**src/rtl/pipe_stage_reg_pkg.sv**
```systemverilog
// pipe_pkg: shared definitions for pipe_stage_reg.
//   state_t      : occupancy-coded stage state (EMPTY/BUSY/FULL), the
//                  encoding doubles as the held-beat count.
//   DEF_DATA_W   : default payload width.
//   DEF_CTRL_W   : default control width (RegWrite, MemRead, MemWrite,
//                  MemToReg, Branch).
package pipe_pkg;
  localparam int DEF_DATA_W = 32;
  localparam int DEF_CTRL_W = 5;

  typedef enum logic [1:0] {
    EMPTY = 2'd0,
    BUSY  = 2'd1,
    FULL  = 2'd2
  } state_t;
endpackage

```
**src/rtl/pipe_stage_reg_if.sv**
```systemverilog
// pipe_stage_reg_if: handshake/payload bundle of one pipeline stage.
//   flush                     : synchronous kill of held beats
//   in_valid/in_ready         : upstream handshake, in_data/in_ctrl payload
//   out_valid/out_ready       : downstream handshake, out_data/out_ctrl payload
//   occupancy                 : number of beats held (0..2)
// Modports: slave = the stage itself, master = surrounding pipeline.
interface pipe_stage_reg_if #(
  parameter int DATA_W = pipe_pkg::DEF_DATA_W,
  parameter int CTRL_W = pipe_pkg::DEF_CTRL_W
);
  logic              flush;
  logic              in_valid;
  logic              in_ready;
  logic [DATA_W-1:0] in_data;
  logic [CTRL_W-1:0] in_ctrl;
  logic              out_valid;
  logic              out_ready;
  logic [DATA_W-1:0] out_data;
  logic [CTRL_W-1:0] out_ctrl;
  logic [1:0]        occupancy;

  modport slave (
    input  flush, in_valid, in_data, in_ctrl, out_ready,
    output in_ready, out_valid, out_data, out_ctrl, occupancy
  );

  modport master (
    output flush, in_valid, in_data, in_ctrl, out_ready,
    input  in_ready, out_valid, out_data, out_ctrl, occupancy
  );
endinterface

```
**src/rtl/pipe_stage_reg.sv**
```systemverilog
// pipe_stage_reg: generic valid/ready pipeline register replacing the
// hand-written EX/MEM-style stage registers.
//   clk   : rising-edge clock
//   reset : asynchronous, active-low
//   bus   : pipe_stage_reg_if.slave (flush, in_*, out_*, occupancy)
// Build option PIPE_STAGE_SKID_EN: when defined, a second (skid) entry lets
// in_ready come straight from a flop; when undefined, a single entry with
// in_ready = !out_valid | out_ready.
// out_ctrl is masked to zero on bubbles so downstream never sees stale
// write/branch enables; out_data is left unmasked.
module pipe_stage_reg
  import pipe_pkg::*;
#(
  parameter int DATA_W = DEF_DATA_W,
  parameter int CTRL_W = DEF_CTRL_W
) (
  input logic             clk,
  input logic             reset,
  pipe_stage_reg_if.slave bus
);

  state_t            state, state_nxt;
  logic [DATA_W-1:0] main_data;
  logic [CTRL_W-1:0] main_ctrl;
  logic              in_ready;
  logic              out_valid;
  logic              in_fire, out_fire;

  assign out_valid = (state != EMPTY);
  assign in_fire   = bus.in_valid & in_ready;
  assign out_fire  = out_valid & bus.out_ready;

  always_comb begin
    state_nxt = state;
    case (state)
      EMPTY: if (in_fire) state_nxt = BUSY;
`ifdef PIPE_STAGE_SKID_EN
      BUSY: begin
        if (in_fire && !out_fire)      state_nxt = FULL;
        else if (!in_fire && out_fire) state_nxt = EMPTY;
      end
      // in_ready is low in FULL, so only the drain can happen here
      FULL: if (out_fire) state_nxt = BUSY;
`else
      BUSY: if (out_fire && !in_fire) state_nxt = EMPTY;
`endif
      default: state_nxt = EMPTY;
    endcase
    if (bus.flush) state_nxt = EMPTY;
  end

`ifdef PIPE_STAGE_SKID_EN
  logic [DATA_W-1:0] skid_data;
  logic [CTRL_W-1:0] skid_ctrl;
  logic              in_ready_q;

  // Registered ready: looks one state ahead so no out_ready->in_ready path.
  assign in_ready = in_ready_q;

  always_ff @(posedge clk or negedge reset) begin
    if (!reset) begin
      state      <= EMPTY;
      main_data  <= '0;
      main_ctrl  <= '0;
      skid_data  <= '0;
      skid_ctrl  <= '0;
      in_ready_q <= 1'b1;
    end else begin
      state      <= state_nxt;
      in_ready_q <= (state_nxt != FULL);
      if (!bus.flush) begin
        if (state == FULL && out_fire) begin
          main_data <= skid_data;
          main_ctrl <= skid_ctrl;
        end else if (in_fire && (state == EMPTY || out_fire)) begin
          main_data <= bus.in_data;
          main_ctrl <= bus.in_ctrl;
        end else if (in_fire) begin
          // BUSY and main is stalled: park the new beat behind it
          skid_data <= bus.in_data;
          skid_ctrl <= bus.in_ctrl;
        end
      end
    end
  end
`else
  assign in_ready = !out_valid | bus.out_ready;

  always_ff @(posedge clk or negedge reset) begin
    if (!reset) begin
      state     <= EMPTY;
      main_data <= '0;
      main_ctrl <= '0;
    end else begin
      state <= state_nxt;
      if (!bus.flush && in_fire) begin
        main_data <= bus.in_data;
        main_ctrl <= bus.in_ctrl;
      end
    end
  end
`endif

  assign bus.in_ready  = in_ready;
  assign bus.out_valid = out_valid;
  assign bus.out_data  = main_data;
  assign bus.out_ctrl  = out_valid ? main_ctrl : '0;
  assign bus.occupancy = state;

endmodule

```
**src/flat_wrapper.sv**
```systemverilog
// flat-port wrapper written by rule: the top's interface ports become plain ports
module pipe_stage_reg_flat import pipe_pkg::*;
#(
  parameter int DATA_W = DEF_DATA_W,
  parameter int CTRL_W = DEF_CTRL_W
)
  (clk, reset, bus_flush, bus_in_valid, bus_in_data, bus_in_ctrl, bus_out_ready, bus_in_ready, bus_out_valid, bus_out_data, bus_out_ctrl, bus_occupancy);
  pipe_stage_reg_if #(.DATA_W(DATA_W), .CTRL_W(CTRL_W)) bus_i ();
  input logic clk;
  input logic reset;
  input wire logic [$bits(bus_i.flush)-1:0] bus_flush;
  input wire logic [$bits(bus_i.in_valid)-1:0] bus_in_valid;
  input wire logic [$bits(bus_i.in_data)-1:0] bus_in_data;
  input wire logic [$bits(bus_i.in_ctrl)-1:0] bus_in_ctrl;
  input wire logic [$bits(bus_i.out_ready)-1:0] bus_out_ready;
  output wire logic [$bits(bus_i.in_ready)-1:0] bus_in_ready;
  output wire logic [$bits(bus_i.out_valid)-1:0] bus_out_valid;
  output wire logic [$bits(bus_i.out_data)-1:0] bus_out_data;
  output wire logic [$bits(bus_i.out_ctrl)-1:0] bus_out_ctrl;
  output wire logic [$bits(bus_i.occupancy)-1:0] bus_occupancy;
  assign bus_i.flush = bus_flush;
  assign bus_i.in_valid = bus_in_valid;
  assign bus_i.in_data = bus_in_data;
  assign bus_i.in_ctrl = bus_in_ctrl;
  assign bus_i.out_ready = bus_out_ready;
  assign bus_in_ready = bus_i.in_ready;
  assign bus_out_valid = bus_i.out_valid;
  assign bus_out_data = bus_i.out_data;
  assign bus_out_ctrl = bus_i.out_ctrl;
  assign bus_occupancy = bus_i.occupancy;
  pipe_stage_reg #(.DATA_W(DATA_W), .CTRL_W(CTRL_W)) u_core (.clk(clk), .reset(reset), .bus(bus_i));
endmodule
```
**config.mk**
```make
export PLATFORM = sky130hd
export DESIGN_NAME = pipe_stage_reg_flat
export DESIGN_NICKNAME = d
export VERILOG_FILES = /design/src/rtl/pipe_stage_reg_pkg.sv /design/src/rtl/pipe_stage_reg_if.sv /design/src/rtl/pipe_stage_reg.sv /design/src/flat_wrapper.sv
export SDC_FILE = /design/constraint.sdc
export NUM_CORES = 1
export LEC_CHECK = 0
export CORE_MARGIN = 4
export CORE_UTILIZATION = 43
export DETAILED_ROUTE_END_ITERATION = 12
export PLACE_DENSITY = 0.91
export SYNTH_ARGS = -nofsm -noshare
export SYNTH_HDL_FRONTEND = slang
export SYNTH_SLANG_ARGS = --single-unit
```
**constraint.sdc**
```tcl
create_clock -name clk -period 3.4 [get_ports clk]
set_clock_uncertainty 0.05 [all_clocks]
set_input_delay 1.02 -clock clk [delete_from_list [all_inputs] [get_ports clk]]
set_output_delay 1.02 -clock clk [all_outputs]
set_load 0.005 [all_outputs]
```
==> flow_results.org, run 1 <==
** Outcome
- Outcome :: complete, no violations

** Power
- In this run the power spent charging and discharging nets is 0.2892 mW.
- Share of total power in sequential cells :: 0.464
- Part of the power in the clock network :: 0.253
- Worst voltage drop across the vdd grid :: 0.3335 mV
- Total Power Consumption :: 1.242 mW
- The share of total power dissipated in combinational logic is 0.283.
- In this run the power density over the cells is 489.5 mW/mm².
- Of the total power, the share spent switching nets is 0.2328.
- Leakage :: 1.105 nW
- The internal portion of the total power is 0.9529 mW.

** Clocking
- Clock tree synthesis found a total of 38 sinks.
- After clock tree synthesis, the clock-pin slew on the worst setup and hold paths is 0.07 ns.
- TritonCTS built the clock tree.
- The H-tree was split into 2 levels.
- Clock tree root buffer cell :: sky130_fd_sc_hd__clkbuf_8
- For this design, the CTS-stage hold fixing added 0 buffers.
- Gates resized, CTS repair :: 0
- Number of buffers on the longest clock path :: 2
- Buffers inserted during clock tree synthesis total 5.
- Post-CTS Setup Inserts :: 0
- The clock reaches the later pin of the worst-skew pair after 0.27 ns.

** Placed design
- Placed wire-length estimate :: 2.876 mm
- Buffers placed on the I/O ports in this run total 81.
- Routability-driven placement finished with a final weighted congestion of 0.7435.
- Area of placed instances :: 0.002446 mm²

** STA
- Slew Limit Headroom :: 0.4520
- Minimum period implied by the final worst setup slack :: 3.221 ns
- Setup repair after global routing left no endpoint under its margin.
- Fraction of the cycle the final worst path needs :: 0.9474
- Setup violations remaining at the end of the flow were counted as 0.
- Final hold slack :: 0.4630 ns
- The final-report hold violation count was 0.
- The number of slew-limit violations in the final report was 0.
- Transition at the pin with the smallest max-transition slack :: 0.8220 ns
- Highest clock frequency the design can meet :: 310.5 MHz
- Aggregate negative setup slack :: 0 ns

** Drt
- In the final routed layout, each cell accounts on average for 17.32 µm.
- Number of iterations in the first detailed-routing pass :: 3
- # DRC :: 0
- After detailed routing, the total wire length is 3.897 mm.
- Once detail routing completed, the nets flagged for antenna violations numbered 0.
- Via-to-Cell Ratio :: 4.698
- Detailed Route Iter0 Violations :: 51
- Total via count after detailed routing :: 1057

** GRT
- Global routing finished with a remaining overflow of 0.
- The initial antenna violation count came to 0.
- Global routing usage summed across all routing layers :: 0.1658
- Maximum number of pins on one net before global-route repair :: 39
- The number of global-route vias before repair came to 1242.
- The first global-routing pass estimated 6.244 mm of wire.

** Critical path
- Data arrival at the endpoint of the critical path :: 2.15 ns
- Required time of the worst setup path :: 2.33 ns
- Worst Path Buf+Inv :: 3
- Crit path launch type :: input pin
- On the worst path, the slowest cell contributes a delay of 0.51 ns.
- Crit path capture type :: primary output
- Grouping stages by cell kind, the critical path spends the most delay in buffers and inverters.
- Maximum net fanout on the critical path :: 3
- By instance count, the cell type seen most on the critical path is sky130_fd_sc_hd__clkdlybuf4s50_1.
- Worst-path cell with the longest stage delay :: sky130_fd_sc_hd__clkdlybuf4s50_1
- The critical path is of the input pin to primary output type.
- CP cell instances :: clkdlybuf4s50_1, nor2b_4, inv_1, clkdlybuf4s50_1

** Synthesis
- Summing every instance area after synthesis gives 0.001645 mm².
- Synthesis handed over a netlist of 92 instances.
- The synthesized design spends more area on one cell type than any other, namely sky130_fd_sc_hd__dfrtp_1.
- Area contributors post-synth :: sky130_fd_sc_hd__dfrtp_1, sky130_fd_sc_hd__mux2_4, sky130_fd_sc_hd__mux2_2, sky130_fd_sc_hd__buf_12, sky130_fd_sc_hd__and2_2
- Each instance of the synthesized netlist takes up on average 17.88 µm².
- For this run, the number of Yosys warnings is 0.
- Synthesis instantiated 12 different standard cells from the library.
- The number of nets handed over by synthesis was 134.
- Post-synth top area share :: 0.5779
- Proportion of synthesized chip area in sequential cells :: 0.5779
- After synthesis the netlist holds a flip-flop and latch count of 38.

** Floorplan
- Number of placement rows :: 22
- During I/O placement, the number of pins put on the boundary was 83.
- The core region is 0.003689 mm².
- The die covers 0.004880 mm².
- For this configuration, the core starts out at a cell density of 0.4461.
- In this run the vertical extent of the chip is 69.86 µm.
- Die outline width :: 69.86 µm

** Layout
- Post-layout util :: 0.6879
- Counting the fill cells in the layout gives 249.
- Layout cell share with drive strength beyond 1 :: 0.3051
- Most frequent standard cell in the layout excluding fill and tap cells :: sky130_fd_sc_hd__clkdlybuf4s50_1
- For this run, the post-layout net count is 218.
- Area of all placed cells without fillers :: 0.002537 mm²
- The top cell types in the final layout, fill and taps aside, are sky130_fd_sc_hd__clkdlybuf4s50_1, sky130_fd_sc_hd__dfrtp_1, sky130_fd_sc_hd__mux2_4, sky130_fd_sc_hd__mux2_2, sky130_fd_sc_hd__clkbuf_8.
- From synthesis to final layout, the design area changed by 54.22%.
- 0 antenna diodes ended up in the layout.

** Worst hold path
- The tightest min-delay check is of the register to register type.

** Run
- Number of maximum-capacitance constraint violations :: 0
[kinds of logic after synthesis]
| group | share of synthesized area |
|---|---|
| simple gates | 0.04335 |
| mux | 0.3217 |
| other cells | 0.002279 |
| buf+inv | 0.05475 |
| flops | 0.5779 |
[cell usage after synthesis]
library cell	number
sky130_fd_sc_hd__mux2_2	7
sky130_fd_sc_hd__inv_1	1
sky130_fd_sc_hd__conb_1	1
sky130_fd_sc_hd__nor2b_4	1
sky130_fd_sc_hd__dfrtp_1	38
sky130_fd_sc_hd__buf_6	1
sky130_fd_sc_hd__nor3b_2	1
sky130_fd_sc_hd__buf_4	2
sky130_fd_sc_hd__mux2_4	30
sky130_fd_sc_hd__nor2_1	2
sky130_fd_sc_hd__and2_2	5
sky130_fd_sc_hd__buf_12	3
[layer usage]
| layer | wire length (µm) | track usage | up-vias |
|---|---|---|---|
| met5 | 0 | 0 | - |
| met4 | 46 | 0.04681 | 0 |
| met3 | 432 | 0.09353 | 4 |
| met2 | 1950 | 0.2686 | 57 |
| met1 | 1468 | 0.1873 | 520 |
| li1 | - | - | 476 |
[state kept, by name, indices dropped and copies added, names as in the netlist]
| name | flops |
|---|---|
| u_core.bus.occupancy | 1 |
| u_core.bus.out_data | 32 |
| u_core.main_ctrl | 5 |
[worst paths after layout]
| path | slack [ns] | depth (start not counted) | end | start |
|---|---|---|---|---|
| max in group asynchronous | 2.00 | 1 | u_core.bus.out_data[25] | reset |
| hold reg to reg | 0.46 | 1 | u_core.bus.out_data[14] | u_core.bus.out_data[14] |
| hold / removal | 0.46 | 1 | u_core.bus.out_data[14] | u_core.bus.out_data[14] |
| min in group asynchronous | 0.79 | 1 | u_core.main_ctrl[4] | reset |
| setup / recovery | 0.18 | 4 | bus_in_ready | bus_out_ready |
| setup reg to reg | 1.63 | 4 | u_core.bus.out_data[17] | u_core.bus.occupancy[0] |
[per-stage QoR]
step                      std cells  setup WS, ns
after floorplan                  92         1.149
after CTS                       225        0.1765
after global placement          217        0.2090
after global routing            225        0.1463
final                           225        0.1790
after detailed placement        217        0.1858
[cell type report]
class	instances	area, µm²	share of cell area
Clock inverter	1	5.005	0.001972
Multi-Input combinational cell	47	610.6	0.2406
Sequential cell	38	950.9	0.3748
Timing Repair Buffer	83	820.8	0.3235
Tap cell	48	60.06	0.02367
Clock buffer	7	86.33	0.03402
Inverter	1	3.754	0.001479
[power groups by stage]
stage	combinational (mW)	sequential (mW)	clock (mW)
floorplan	0.138	0.579	0
global placement	0.347	0.575	0
detailed placement	0.354	0.582	0
CTS	0.358	0.577	0.321
global route	0.373	0.586	0.347
finish	0.351	0.576	0.314
Note: power is estimated with default switching activity, not from simulation.
==> inputs of run 2 (changes only) <==
REMOVE_ABC_BUFFERS = 1   (was unset)
==> run 2 against run 1 <==
  * Worst setup slack better by 0.012 ns
  * Non-clock buffer count unchanged
  * Power down 0.55%
  * Cell count unchanged
  * Global-route usage down 1.3 points
  * Critical path depth unchanged
  * Sequential share of layout area unchanged
  * Wire length down 9.6%
  * Sequential power about the same
  * Die area unchanged
  * Register-to-register slack better by 0.06 ns
  * Hold slack worse by 0.00063 ns
  * Largest power group unchanged
==> flow_results.org, run 2 (synthesis gave the netlist of run 1 again) <==
** STA
- The upper clock frequency limit was 311.6 MHz (+0.37%).
- Setup repair after global routing left no endpoint under its margin.
- The shortest clock period the worst path allows after layout came to 3.209 ns (-0.01201 ns).
- The final hold slack is 0.4624 ns (-0.0006330 ns).
- The number of slew-limit violations in the final report was 0 (unchanged).
- Transition at the pin with the smallest max-transition slack :: 0.8018 ns (-0.02015 ns)
- Least setup slack across all paths after layout :: 0.1910 ns (+0.01201 ns)
- Fraction of the cycle the final worst path needs :: 0.9438 (-0.003532)
- The final total negative setup slack is 0 ns (unchanged).
- Setup violations, final :: 0 (unchanged)
- The remaining max-slew budget at the tightest pin came to 0.4655 (+0.01344).
- The final-report hold violation count is 0 (unchanged).

** Critical path
- Crit path max-delay family :: buffers and inverters
- For this design, the slowest cell found on the critical path is sky130_fd_sc_hd__clkdlybuf4s50_1.
- The critical path in this run is classified as input pin to primary output.
- The maximum cell stage delay along the critical path was 0.45 ns (-0.06 ns).
- The endpoint identified for the worst register-to-register timing path is u_core.bus.out_data[15].
- The critical path data arrival time came to 2.14 ns (about the same).
- Worst flop-to-flop path startpoint :: u_core.bus.occupancy[0]
- In this design, the critical path's most frequently occurring cell is sky130_fd_sc_hd__clkdlybuf4s50_1.
- Worst Path Buf+Inv :: 3 (unchanged)
- Tracing the worst setup path back leads to its startpoint at bus_out_ready.
- The data required time of the worst path came to 2.33 ns (about the same).
- Depth of the most critical reg-to-reg path :: 4 (unchanged)
- Endpoint of the worst setup timing path :: bus_in_ready
- The worst setup path is launched from an input pin.
- The setup slack of the worst register-to-register path was 1.69 ns (+0.06 ns).
- CP cell instances :: clkdlybuf4s50_1, nor2b_4, inv_1, clkdlybuf4s50_1
- Levels on crit path :: 4 (unchanged)
- The maximum net fanout on the critical path came to 3 (unchanged).
- STA classifies the critical path endpoint as a primary output.

** Power
- Worst voltage drop across the vdd grid :: 0.2858 mV (-14%)
- The leakage power figure came to 1.105 nW (unchanged).
- The overall power was 1.235 mW (-0.55%).
- Total power divided by cell area :: 486.8 mW/mm² (-0.55%)

** Drt
- The wire length per cell was 15.66 µm (-9.6%).
- The final wirelength is 3.523 mm (-9.6%).
- Detailed Route Iter0 Violations :: 25 (-51%)
- Number of iterations in the first detailed-routing pass :: 3 (unchanged)
- The number of vias per cell was 4.636 (-1.3%).
- The post-route DRC violation count is 0 (unchanged).
- The total vias in the final route came to 1043 (-1.3%).
- The remaining antenna violation count is 0 (unchanged).

** Clocking
- Clock latency on the worst-skew pair :: 0.28 ns (about the same)
- The number of buffers added by the clock tree synthesis step is 5 (unchanged).
- The number of clock sinks was 38 (unchanged).
- The post-cts sizing count was 0 (unchanged).
- Number of buffers on the longest clock path :: 2 (unchanged)
- H-tree depth reported by CTS :: 2 (unchanged)
- In this run the clock root is driven by a sky130_fd_sc_hd__clkbuf_8.
- Clock transition at path regs :: 0.07 ns (about the same)
- Clock tree from TritonCTS :: done
- # hold bufs at CTS :: 0 (unchanged)
- Post-CTS Setup Inserts :: 0 (unchanged)

** Run
- The max capacitance violation total was 0 (unchanged).

** Floorplan
- Floorplan die height :: 69.86 µm (unchanged)
- The effective utilization at floorplan is 0.4461 (unchanged).
- The die area was 0.004880 mm² (unchanged).
- The number of top-level design ports came to 83 (unchanged).
- The core area is 0.003689 mm² (unchanged).
- Die outline width :: 69.86 µm (unchanged)
- Number of placement rows :: 22 (unchanged)

** Layout
- The fraction of layout instances using a drive strength above 1 was 0.3051 (unchanged).
- The final layout net count was 218 (unchanged).
- Number of flip-flops under the largest register name :: 32 (unchanged)
- Fillers :: 258 (+3.6%)
- Area of all placed cells without fillers :: 0.002537 mm² (unchanged)
- Most frequent standard cell in the layout excluding fill and tap cells :: sky130_fd_sc_hd__clkdlybuf4s50_1
- Cell Count, Final, Fillers Out :: 225 (unchanged)
- Area used by multi-input combinational logic :: 610.6 µm² (unchanged)
- Sequential Area :: 950.9 µm² (unchanged)
- Post-layout util :: 0.6879 (unchanged)
- The growth of design area from synthesis to finish was 54.22% (unchanged).
- The number of antenna cells inserted was 0 (unchanged).
- In the layout the commonest cells are sky130_fd_sc_hd__clkdlybuf4s50_1, sky130_fd_sc_hd__dfrtp_1, sky130_fd_sc_hd__mux2_4, sky130_fd_sc_hd__mux2_2, sky130_fd_sc_hd__clkbuf_8.

** GRT
- Global routing usage summed across all routing layers :: 0.1530 (-0.01280)
- Number of global-route vias before repair :: 1211 (-2.5%)
- Remaining global-route overflow :: 0 (unchanged)
- The wire length of the first global-routing pass was 5.830 mm (-6.6%).
- The initial antenna violation count came to 0 (unchanged).
- The maximum number of pins on one net before global-route repair is 39 (unchanged).

** Placed design
- The HPWL after detailed placement was 2.599 mm (-9.6%).
- Area of placed instances :: 0.002446 mm² (unchanged)
- The count of port buffers added during placement came to 81 (unchanged).
- Placer's final routability congestion estimate :: 0.7193 (-3.3%)
- The total instance count after detailed placement was 217 (unchanged).
- Setup WS pre-CTS :: 0.1813 ns (-0.004501 ns)

** Worst hold path
- The worst hold path cell count came to 1 (unchanged).
- Min-delay worst type :: register to register

** Outcome
- The flow ran to the end, and the final reports show no timing, DRC or antenna violations.
## run 2: cell counts in the layout (fill, tap and decap cells not counted)
No cell type changed its count.
## run 2: cell type report
class / count / share of cell area
clock buffer: 7 / 0.03402
tap: 48 / 0.02367
multi-input combinational: 47 / 0.2406
timing repair buffer: 83 / 0.3235
inverter: 1 / 0.001479
clock inverter: 1 / 0.001972
sequential: 38 / 0.3748
## run 2: metal layers
layer / vias up / GRT usage / share of wire
met5: - / 0 / 0
met4: 0 / 0.05532 / 0.014
met3: 6 / 0.08201 / 0.092
met2: 50 / 0.2361 / 0.49
met1: 513 / 0.1808 / 0.40
li1: 474 / - / -
## run 2: where the power goes
group	switching (mW)	total [mW]	internal [mW]	leakage (nW)
sequential	0.0460	0.574	0.528	0.448
combinational	0.0886	0.350	0.261	0.609
clock	0.148	0.311	0.163	0.0482
## run 2: worst min path at each step
stage	slack, ns	endpoint	startpoint
3_5_place_dp	0.44	u_core.main_ctrl[0]	u_core.main_ctrl[0]
5_1_grt	0.47	u_core.main_ctrl[3]	u_core.main_ctrl[3]
6_report	0.46	u_core.bus.out_data[18]	u_core.bus.out_data[18]
2_1_floorplan	0.42	u_core.main_ctrl[4]	u_core.main_ctrl[4]
4_1_cts	0.46	u_core.bus.out_data[18]	u_core.bus.out_data[18]
3_3_place_gp	0.44	u_core.main_ctrl[4]	u_core.main_ctrl[4]
